## config.mk

```make
export PLATFORM = sky130hd
export DESIGN_NAME = vio_counter_gen_flat
export DESIGN_NICKNAME = d
export VERILOG_FILES = /design/src/rtl/vio_counter_gen_if.sv /design/src/rtl/vio_counter_gen.sv /design/src/flat_wrapper.sv
export SDC_FILE = /design/constraint.sdc
export NUM_CORES = 1
export LEC_CHECK = 0
export ABC_AREA = 1
export CAP_MARGIN = 25
export CORE_MARGIN = 3
export CORE_UTILIZATION = 51
export CTS_CLUSTER_DIAMETER = 80
export DETAILED_ROUTE_END_ITERATION = 6
export PLACE_DENSITY_LB_ADDON = 0.1
export SYNTH_ARGS = -nofsm -noshare
export SYNTH_HDL_FRONTEND = slang
export SYNTH_SLANG_ARGS = --single-unit
```

## constraint.sdc

```tcl
create_clock -name clk -period 1.91 [get_ports clk]
set_input_delay 0.4775 -clock clk [delete_from_list [all_inputs] [get_ports clk]]
set_output_delay 0.4775 -clock clk [all_outputs]
set_load 0.05 [all_outputs]
```

## src/rtl/vio_counter_gen_if.sv

```systemverilog
// vio_counter_gen_if: VIO probe bundle for vio_counter_gen.
// Controls come from probe_out (master side). count/tc/done return to probe_in.
interface vio_counter_gen_if #(
  parameter int unsigned WIDTH = 8
);
  logic             en;
  logic             up_dn;
  logic [1:0]       mode;
  logic             load;
  logic [WIDTH-1:0] load_val;
  logic [WIDTH-1:0] count;
  logic             tc;
  logic             done;

  modport master (
    output en, up_dn, mode, load, load_val,
    input  count, tc, done
  );

  modport slave (
    input  en, up_dn, mode, load, load_val,
    output count, tc, done
  );
endinterface

```

## src/rtl/vio_counter_gen.sv

```systemverilog
// vio_counter_gen: parametrised up/down counter with a prescaler, wrap/saturate/ping-pong
// modes, parallel load and a one-cycle terminal-count pulse.
// Optional macro VIO_COUNTER_LOAD_EDGE_EN: when defined, load is rising-edge detected.
// When it is not defined, load is level-sensitive.
module vio_counter_gen #(
  parameter int unsigned WIDTH     = 8,
  parameter int unsigned MAX_COUNT = 255,
  parameter int unsigned PRESCALE  = 1
) (
  input logic              clk,
  input logic              reset,
  vio_counter_gen_if.slave bus
);

  localparam int unsigned      PW       = (PRESCALE > 1) ? $clog2(PRESCALE) : 1;
  localparam logic [WIDTH-1:0] MAX_V    = WIDTH'(MAX_COUNT);
  localparam logic [PW-1:0]    PRE_LAST = PW'(PRESCALE - 1);
  localparam logic [1:0]       MODE_SAT = 2'b01;
  localparam logic [1:0]       MODE_PP  = 2'b10;

  typedef enum logic {
    DIR_DOWN = 1'b0,
    DIR_UP   = 1'b1
  } dir_e;

  logic [WIDTH-1:0] count_q, count_d;
  logic             tc_q, tc_d;
  logic             done_q, done_d;
  dir_e             dir_q, dir_d;
  logic [PW-1:0]    pre_q, pre_d;

  logic             tick_c;
  logic             load_c;
  logic [WIDTH-1:0] load_clamp_c;
  logic [WIDTH-1:0] target_c;
  logic [WIDTH-1:0] step_c;
  logic             pp_up_c;
  logic [WIDTH-1:0] pp_next_c;
  logic             pp_end_c;

`ifdef VIO_COUNTER_LOAD_EDGE_EN
  logic load_q;

  // Registered copy of load for rising-edge detection.
  always_ff @(posedge clk or negedge reset) begin
    if (!reset) load_q <= 1'b0;
    else        load_q <= bus.load;
  end

  assign load_c = bus.load & ~load_q;
`else
  assign load_c = bus.load;
`endif

  // Prescaler terminal cycle gates every count step.
  assign tick_c       = bus.en && (pre_q == PRE_LAST);
  assign load_clamp_c = (bus.load_val > MAX_V) ? MAX_V : bus.load_val;
  assign target_c     = bus.up_dn ? MAX_V : '0;
  assign step_c       = bus.up_dn ? (count_q + WIDTH'(1)) : (count_q - WIDTH'(1));

  // Ping-pong turns around at either endpoint even if dir points outward (e.g. on mode entry).
  assign pp_up_c   = (dir_q == DIR_UP) ? (count_q != MAX_V) : (count_q == '0);
  assign pp_next_c = pp_up_c ? (count_q + WIDTH'(1)) : (count_q - WIDTH'(1));
  assign pp_end_c  = (pp_next_c == MAX_V) || (pp_next_c == '0);

  // State registers.
  always_ff @(posedge clk or negedge reset) begin
    if (!reset) begin
      count_q <= '0;
      tc_q    <= 1'b0;
      done_q  <= 1'b0;
      dir_q   <= DIR_UP;
      pre_q   <= '0;
    end else begin
      count_q <= count_d;
      tc_q    <= tc_d;
      done_q  <= done_d;
      dir_q   <= dir_d;
      pre_q   <= pre_d;
    end
  end

  // Next-state: load beats tick, tick beats hold.
  always_comb begin
    count_d = count_q;
    tc_d    = 1'b0;
    done_d  = done_q;
    dir_d   = dir_q;
    pre_d   = pre_q;

    if (bus.mode != MODE_PP) dir_d = dir_e'(bus.up_dn);
    if ((bus.mode != MODE_SAT) || (count_q != target_c)) done_d = 1'b0;

    if (load_c) begin
      count_d = load_clamp_c;
      pre_d   = '0;
      done_d  = 1'b0;
      tc_d    = 1'b0;
      if (bus.mode == MODE_PP) dir_d = (load_clamp_c == MAX_V) ? DIR_DOWN : DIR_UP;
    end else if (bus.en) begin
      pre_d = tick_c ? '0 : (pre_q + PW'(1));
      if (tick_c) begin
        case (bus.mode)
          MODE_SAT: begin
            if (count_q == target_c) begin
              done_d = 1'b1;
            end else begin
              count_d = step_c;
              if (step_c == target_c) begin
                tc_d   = 1'b1;
                done_d = 1'b1;
              end
            end
          end
          MODE_PP: begin
            count_d = pp_next_c;
            tc_d    = pp_end_c;
            dir_d   = dir_e'(pp_up_c ^ pp_end_c);
          end
          default: begin
            if (bus.up_dn) begin
              if (count_q >= MAX_V) begin
                count_d = '0;
                tc_d    = 1'b1;
              end else begin
                count_d = count_q + WIDTH'(1);
              end
            end else begin
              if (count_q == '0) begin
                count_d = MAX_V;
                tc_d    = 1'b1;
              end else begin
                count_d = count_q - WIDTH'(1);
              end
            end
          end
        endcase
      end
    end
  end

  assign bus.count = count_q;
  assign bus.tc    = tc_q;
  assign bus.done  = done_q;

endmodule

```

## src/flat_wrapper.sv

```systemverilog
// flat-port wrapper written by rule: the top's interface ports become plain ports
module vio_counter_gen_flat 
#(
  parameter int unsigned WIDTH     = 8,
  parameter int unsigned MAX_COUNT = 255,
  parameter int unsigned PRESCALE  = 1
)
  (clk, reset, bus_en, bus_up_dn, bus_mode, bus_load, bus_load_val, bus_count, bus_tc, bus_done);
  vio_counter_gen_if #(.WIDTH(WIDTH)) bus_i ();
  input logic clk;
  input logic reset;
  input wire logic [$bits(bus_i.en)-1:0] bus_en;
  input wire logic [$bits(bus_i.up_dn)-1:0] bus_up_dn;
  input wire logic [$bits(bus_i.mode)-1:0] bus_mode;
  input wire logic [$bits(bus_i.load)-1:0] bus_load;
  input wire logic [$bits(bus_i.load_val)-1:0] bus_load_val;
  output wire logic [$bits(bus_i.count)-1:0] bus_count;
  output wire logic [$bits(bus_i.tc)-1:0] bus_tc;
  output wire logic [$bits(bus_i.done)-1:0] bus_done;
  assign bus_i.en = bus_en;
  assign bus_i.up_dn = bus_up_dn;
  assign bus_i.mode = bus_mode;
  assign bus_i.load = bus_load;
  assign bus_i.load_val = bus_load_val;
  assign bus_count = bus_i.count;
  assign bus_tc = bus_i.tc;
  assign bus_done = bus_i.done;
  vio_counter_gen #(.WIDTH(WIDTH), .MAX_COUNT(MAX_COUNT), .PRESCALE(PRESCALE)) u_core (.clk(clk), .reset(reset), .bus(bus_i));
endmodule
```

==> flow_summary_export.csv, run 1 <==
group,metric,value,unit
status,status,"complete, but fails checks",
status,violations,"design-rule violations, negative setup slack",
drt,dr.pass1.iters,7,
timing,setup_viol_count_final,11,
synthesis,synthCells,332,
cells_and_area,syn_to_final_growth,77.1,%
clock_tree,cts_hold_buf,0,
global_routing,grt_util_met1,47.3,%
synthesis,synth-seq-area-share,16.1,%
cells_and_area,fin_nets,462,
floorplanning,rows,21,
timing,post-route-min-period,2.49,ns
synthesis,synth_most_common_cell,"nand2_1",
worst_setup_path,cp_max_fo,4,
timing,hold_violations,0,
power_and_ir_drop,vdd_ir_drop_max,763,uV
place,gp_congestion,1.02,
drt,vias,3531,
clock_tree,numCtsBuffers,3,
timing,rsz0062_at_grt,"yes",
clock_tree,clkSinkCount,12,
worst_setup_path,worstPathRequired,2.06,ns
clock_tree,clk_pin_slew,0.06,ns
floorplanning,design.core.area,3440,sq um
floorplanning,die_h,66.6,um
synthesis,avgSynthCellArea,5.64,sq um
drt,drt_iter0_drc,1140,
power_and_ir_drop,p_total,2.39,mW
global_routing,antenna_found_initial,0,
synthesis,yosysTopAreaCell,"nand2_1",
clock_tree,clk_path_buf_depth,2,
floorplanning,start_util,54.4,%
synthesis,ys_async_sr_fraction,100,%
place,portBuffers,24,
drt,wl_per_cell,25.9,um
global_routing,busiest_layer,"met2",
global_routing,grt_max_degree,15,
synthesis,synth_commonest_cells,"nand2_1 (118), nand3_1 (38), nor2_1 (33)",
worst_setup_path,critical_path_class,"reg2reg",
cells_and_area,regArea,317,sq um
power_and_ir_drop,p_leak,1.63,nW
synthesis,syn_nets,354,
timing,fmax,402,MHz
synthesis,synthDistinctLibCells,34,
drt,postRouteAntennaNets,0,
cells_and_area,drive_above_1_share,46.9,%
timing,min_period_over_period,130,%
timing,tightestPinTransition,0.591,ns
synthesis,yosysWarnings,0,
synthesis,synth_edf_count,0,
drt,viasPerCell,7.28,
clock_tree,htreeDepth,1,
synthesis,synth_area_leaders,"nand2_1 (24%), dfrtp_1 (15%), nand3_1 (10%)",
global_routing,gr-usage-met3,5.90,%
global_routing,grt_util_met2,68.2,%
timing,setup_slack,-0.580,ns
global_routing,grt_pass1_vias,2769,
cells_and_area,diodes,0,
worst_setup_path,cp-start-kind,"register",
synthesis,synth.ff_latch_count,12,
synthesis,synth_flop_cell,"dfrtp_1",
timing,fin_skew,0.000886,ns
worst_setup_path,worstPathArrival,2.64,ns
floorplanning,top_level_ports,25,
floorplanning,die-area,4440,sq um
clock_tree,root_buffer,"clkbuf_8",
synthesis,synth_top_area_share,23.6,%
power_and_ir_drop,p_per_area,722,nW/um^2
global_routing,grt_pass1_wl,13400,um
timing,max_slew_margin,60.5,%
clock_tree,insertion_delay,0.24,ns
place,dp_hpwl,5890,um
synthesis,syn_area,1870,sq um
clock_tree,cts_tree,"built",
run,maxCapViolCount,0,
hold_path,hold_class,"reg2reg",
floorplanning,fp.dieW,66.6,um
drt,drt-total-wl,12600,um
cells_and_area,multiInputGateArea,1820,sq um
worst_setup_path,end_kind,"register",
timing,holdWs,0.518,ns
drt,drcViolationCount,163,
global_routing,grt_util_all_layers,40.0,%
global_routing,gr-total-overflow,0,
cells_and_area,fillers,81,
timing,final-max-slew-violation-count,0,
==> cells in the final DEF (no fill, tap or decap), drive strengths merged, types with 3 or more instances in the layout <==
master,count
a21oi,9
buf,96
clkbuf,5
clkdlybuf4s50,13
dfrtp,11
ha,7
inv,34
nand2,130
nand3,38
nand4,4
nor2,40
nor3,3
o211ai,10
o21ai,18
o22ai,3
==> per-stage QoR <==
stage	setup TNS, ns	cell area (sq um)	setup WS, ns	utilization (%)	cells
after floorplan	-0.316	1950	-0.127	-	332
after global placement	-3.02	2700	-0.304	78.5	464
after detailed placement	-3.61	2700	-0.373	78.5	464
after CTS	-0.826	3000	-0.115	87.2	475
after global routing	-4.53	3320	-0.693	96.4	485
final	-3.78	3320	-0.580	96.4	485
==> worst max-delay path, cell delays in order, from the launching register on <==
cell,delay [ns]
dfrtp_2,0.48
buf_4,0.18
inv_1,0.24
nand3_1,0.18
nand2_2,0.16
nand3_1,0.12
nand2_1,0.16
nand2_1,0.10
nor2_1,0.13
nand2_1,0.12
nand2_2,0.12
nand2_2,0.06
nand3_2,0.09
nand2_1,0.07
nand2_1,0.11
nand2_1,0.09
==> state kept, by name (all words and copies together), names as in the netlist <==
name              cells
u_core.dir_q          1
u_core.bus.tc         1
u_core.bus.count      8
u_core.bus.done       1
u_core.pre_q          1
==> worst paths after layout <==
path | from | to | slack (ns) | cells after the start
max | u_core.bus.count[4] | u_core.dir_q | -0.58 | 15
min | u_core.pre_q | u_core.pre_q | 0.52 | 2
max reg2reg | u_core.bus.count[4] | u_core.dir_q | -0.58 | 15
min reg2reg | u_core.pre_q | u_core.pre_q | 0.52 | 2
max in group asynchronous | reset | u_core.bus.count[1] | 0.86 | 1
min in group asynchronous | reset | u_core.bus.count[0] | 0.61 | 1
==> layout make-up <==
cell class,instances,share of cell area (%)
multi-input cells,274,54.7
flip-flops and latches,12,9.54
repair buffers,111,27.4
well taps,46,1.74
clock buffers,4,1.66
inverters,38,4.94
==> per-layer routing <==
layer | wire (um) | part of all wire, %
met5 | 0 | 0
met4 | 1410 | 11
met3 | 2180 | 17
met2 | 5040 | 40
met1 | 3930 | 31
==> power breakdown <==
group | leakage, nW | total [mW] | internal [mW] | switching [mW]
clock network | 0.0288 | 0.286 | 0.182 | 0.103
logic | 1.46 | 1.73 | 0.663 | 1.07
registers | 0.140 | 0.375 | 0.291 | 0.0837
==> cells by family after synthesis <==
| group | count (synthesis) | share of synthesized area (%) |
|---|---|---|
| and+or+nand+nor | 216 | 51.4 |
| AOI/OAI and AO/OA | 47 | 16.0 |
| buffers and inverters | 47 | 10.4 |
| DFF | 12 | 16.1 |
| adders and majority gates | 7 | 4.68 |
| xor gates and xnor gates | 3 | 1.40 |
==> timing repair <==
item	4_1_cts	5_1_grt
buffers inserted	5	13
endpoints found under the setup margin	11	11
hold endpoints to repair	0	0
resized for setup	48	63
pin swaps	16	42
gates cloned	3	0
No activity file was read; power rests on OpenSTA's default activity.
==> inputs of run 2 (changes only) <==
--- a/config.mk
+++ b/config.mk
@@ -8,7 +8,7 @@
 export ABC_AREA = 1
 export CAP_MARGIN = 25
 export CORE_MARGIN = 3
-export CORE_UTILIZATION = 51
+export CORE_UTILIZATION = 56
 export CTS_CLUSTER_DIAMETER = 80
 export DETAILED_ROUTE_END_ITERATION = 6
 export PLACE_DENSITY_LB_ADDON = 0.1
==> constraint.sdc (replaced) <==
create_clock -name clk -period 2.6 [get_ports clk]
set_input_delay 0.65 -clock clk [delete_from_list [all_inputs] [get_ports clk]]
set_output_delay 0.65 -clock clk [all_outputs]
set_load 0.05 [all_outputs]
==> run 2 against run 1 <==
The flow now finishes without violations. Die area decreased by 8.1%. Critical path depth decreased by 14. Clock-buffer cell count unchanged. Utilization decreased by 25 points. Sequential share of layout area increased by 4.0 points. Sequential power decreased by 32%. First-iteration DRC count decreased by 74%. Non-clock buffer count decreased by 78. Via count decreased by 35%. Final cell count decreased by 17%. Power decreased by 55%. Critical endpoint is now bus_count[2]. Largest cell class unchanged.
==> flow_summary_export.csv, run 2 (synthesis results as in run 1) <==
group,metric,value,unit
status,status,"complete, no violations",
clock_tree,htreeDepth,1,
drt,drcViolationCount,0,
hold_path,holdCritStartpoint,"u_core.pre_q",
clock_tree,numCtsBuffers,3,
global_routing,gr-total-overflow,0,
power_and_ir_drop,intPower,516,uW
cells_and_area,syn_to_final_growth,18.8,%
power_and_ir_drop,vdd_ir_drop_max,400,uV
clock_tree,root_buffer,"clkbuf_4",
timing,final-max-slew-violation-count,0,
cells_and_area,stdcell_count,404,
worst_setup_path,cp_slowest_cell,"clkdlybuf4s50_1",
clock_tree,clk_path_buf_depth,2,
power_and_ir_drop,switching_share,51.9,%
floorplanning,design.core.area,3130,sq um
floorplanning,top_level_ports,25,
worst_setup_path,end_kind,"primary output",
place,dp.cells,399,
power_and_ir_drop,comb_power_share,62.3,%
timing,fin_skew,0.00110,ns
timing,fmax,415,MHz
cells_and_area,drive_above_1_share,10.0,%
timing,hold_violations,0,
place,dpl_worst_slack,0.166,ns
worst_setup_path,startpoint,"u_core.bus.count[2]",
worst_setup_path,rrSetupSlack,0.34,ns
timing,rsz0062_at_grt,"no",
place,gp_congestion,1.11,
worst_setup_path,r2r-end,"u_core.dir_q",
worst_setup_path,slowest_delay,0.89,ns
global_routing,grt_util_all_layers,31.4,%
timing,fin_setup_tns,0,ns
worst_setup_path,r2r_cells,17,
timing,max_slew_margin,63.4,%
clock_tree,insertion_delay,0.27,ns
cells_and_area,postLayoutCoreUtil,71.1,%
clock_tree,cts_tree,"built",
floorplanning,fp.dieW,63.8,um
worst_setup_path,r2r_start,"u_core.bus.count[0]",
worst_setup_path,worstPathCellList,"clkdlybuf4s50_1",
timing,setup_viol_count_final,0,
worst_setup_path,cp_max_fo,9,
clock_tree,clk_pin_slew,0.07,ns
timing,setup_slack,0.188,ns
drt,vias,2303,
floorplanning,start_util,59.9,%
global_routing,grt_max_degree,18,
power_and_ir_drop,p_switching,556,uW
timing,post-route-min-period,2.41,ns
run,maxCapViolCount,0,
hold_path,min_to,"u_core.pre_q",
timing,min_period_over_period,92.8,%
power_and_ir_drop,power_frac_seq,23.8,%
global_routing,grt_pass1_wl,10300,um
place,portBuffers,24,
hold_path,hold_class,"reg2reg",
global_routing,grt_pass1_vias,2192,
worst_setup_path,crit_family,"buffers and inverters",
clock_tree,clkSinkCount,12,
cells_and_area,fillers,291,
power_and_ir_drop,clkPwrFrac,13.9,%
hold_path,hold_depth,2,
drt,postRouteAntennaNets,0,
floorplanning,die_h,63.8,um
cells_and_area,final_cell_mix,"nand2_1 (118), nand3_1 (38), nor2_1 (33), inv_1 (32), clkdlybuf4s50_1 (24)",
worst_setup_path,critical_path_class,"reg2out",
cells_and_area,largest_reg_flops,8,
power_and_ir_drop,p_total,1.07,mW
place,dp_hpwl,4850,um
drt,wl_per_cell,14.7,um
drt,dr.pass1.iters,7,
worst_setup_path,crit_cells,1,
worst_setup_path,worstPathArrival,1.76,ns
floorplanning,die-area,4070,sq um
worst_setup_path,cp.buffers_inverters,1,
timing,tightestPinTransition,0.548,ns
worst_setup_path,worstPathRequired,1.95,ns
drt,viasPerCell,5.70,
global_routing,antenna_found_initial,0,
power_and_ir_drop,p_per_area,482,nW/um^2
drt,drt_iter0_drc,302,
cells_and_area,fin_nets,383,
cells_and_area,diodes,0,
worst_setup_path,cp-start-kind,"register",
floorplanning,rows,20,
drt,drt-total-wl,5930,um
power_and_ir_drop,p_leak,1.10,nW
cells_and_area,final_common_cell,"nand2_1",
==> run 2: worst max-delay path by stage <==
stage	endpoint
final	bus_count[2]
after floorplan	u_core.dir_q
after detailed placement	u_core.bus.count[6]
after global routing	u_core.dir_q
after CTS	bus_count[2]
after global placement	u_core.bus.count[6]
==> run 2: timing repair <==
action / CTS / global route
endpoints found under the hold margin: 0 / 0
setup endpoints to repair: 0 / 1
setup buffers: 0 / 1
resized for setup: 0 / 1
hold buffers: 0 / 0
==> run 2: power groups by stage <==
stage | logic, mW | clock network [mW] | registers [mW]
final | 0.668 | 0.149 | 0.256
after global routing | 0.740 | 0.161 | 0.261
after CTS | 0.653 | 0.154 | 0.254
after detailed placement | 0.651 | 0 | 0.258
after global placement | 0.655 | 0 | 0.257
after floorplan | 0.413 | 0 | 0.302
==> run 2: metrics by stage <==
step,area (sq um),hold WS (ns)
after floorplan,1870,0.354
after global placement,2180,0.488
after detailed placement,2180,0.491
after CTS,2210,0.521
after global routing,2220,0.577
final,2220,0.519
==> run 2: final cells by class <==
type                       instances  area (sq um)  area share, %
multi-input combinational        273          1380           61.9
clock buffer                       4          36.3           1.63
inverter                          38           146           6.58
sequential                        12           302           13.6
timing repair buffer              33           308           13.8
tap                               44          55.1           2.47
==> run 2: per-layer routing <==
metal / global-route usage (%) / wire (um) / vias to the layer above
met5: 0 / 0 / -
met4: 14.3 / 323 / 0
met3: 2.28 / 495 / 37
met2: 50.8 / 2600 / 127
met1: 42.4 / 2520 / 992
li1: - / - / 1147
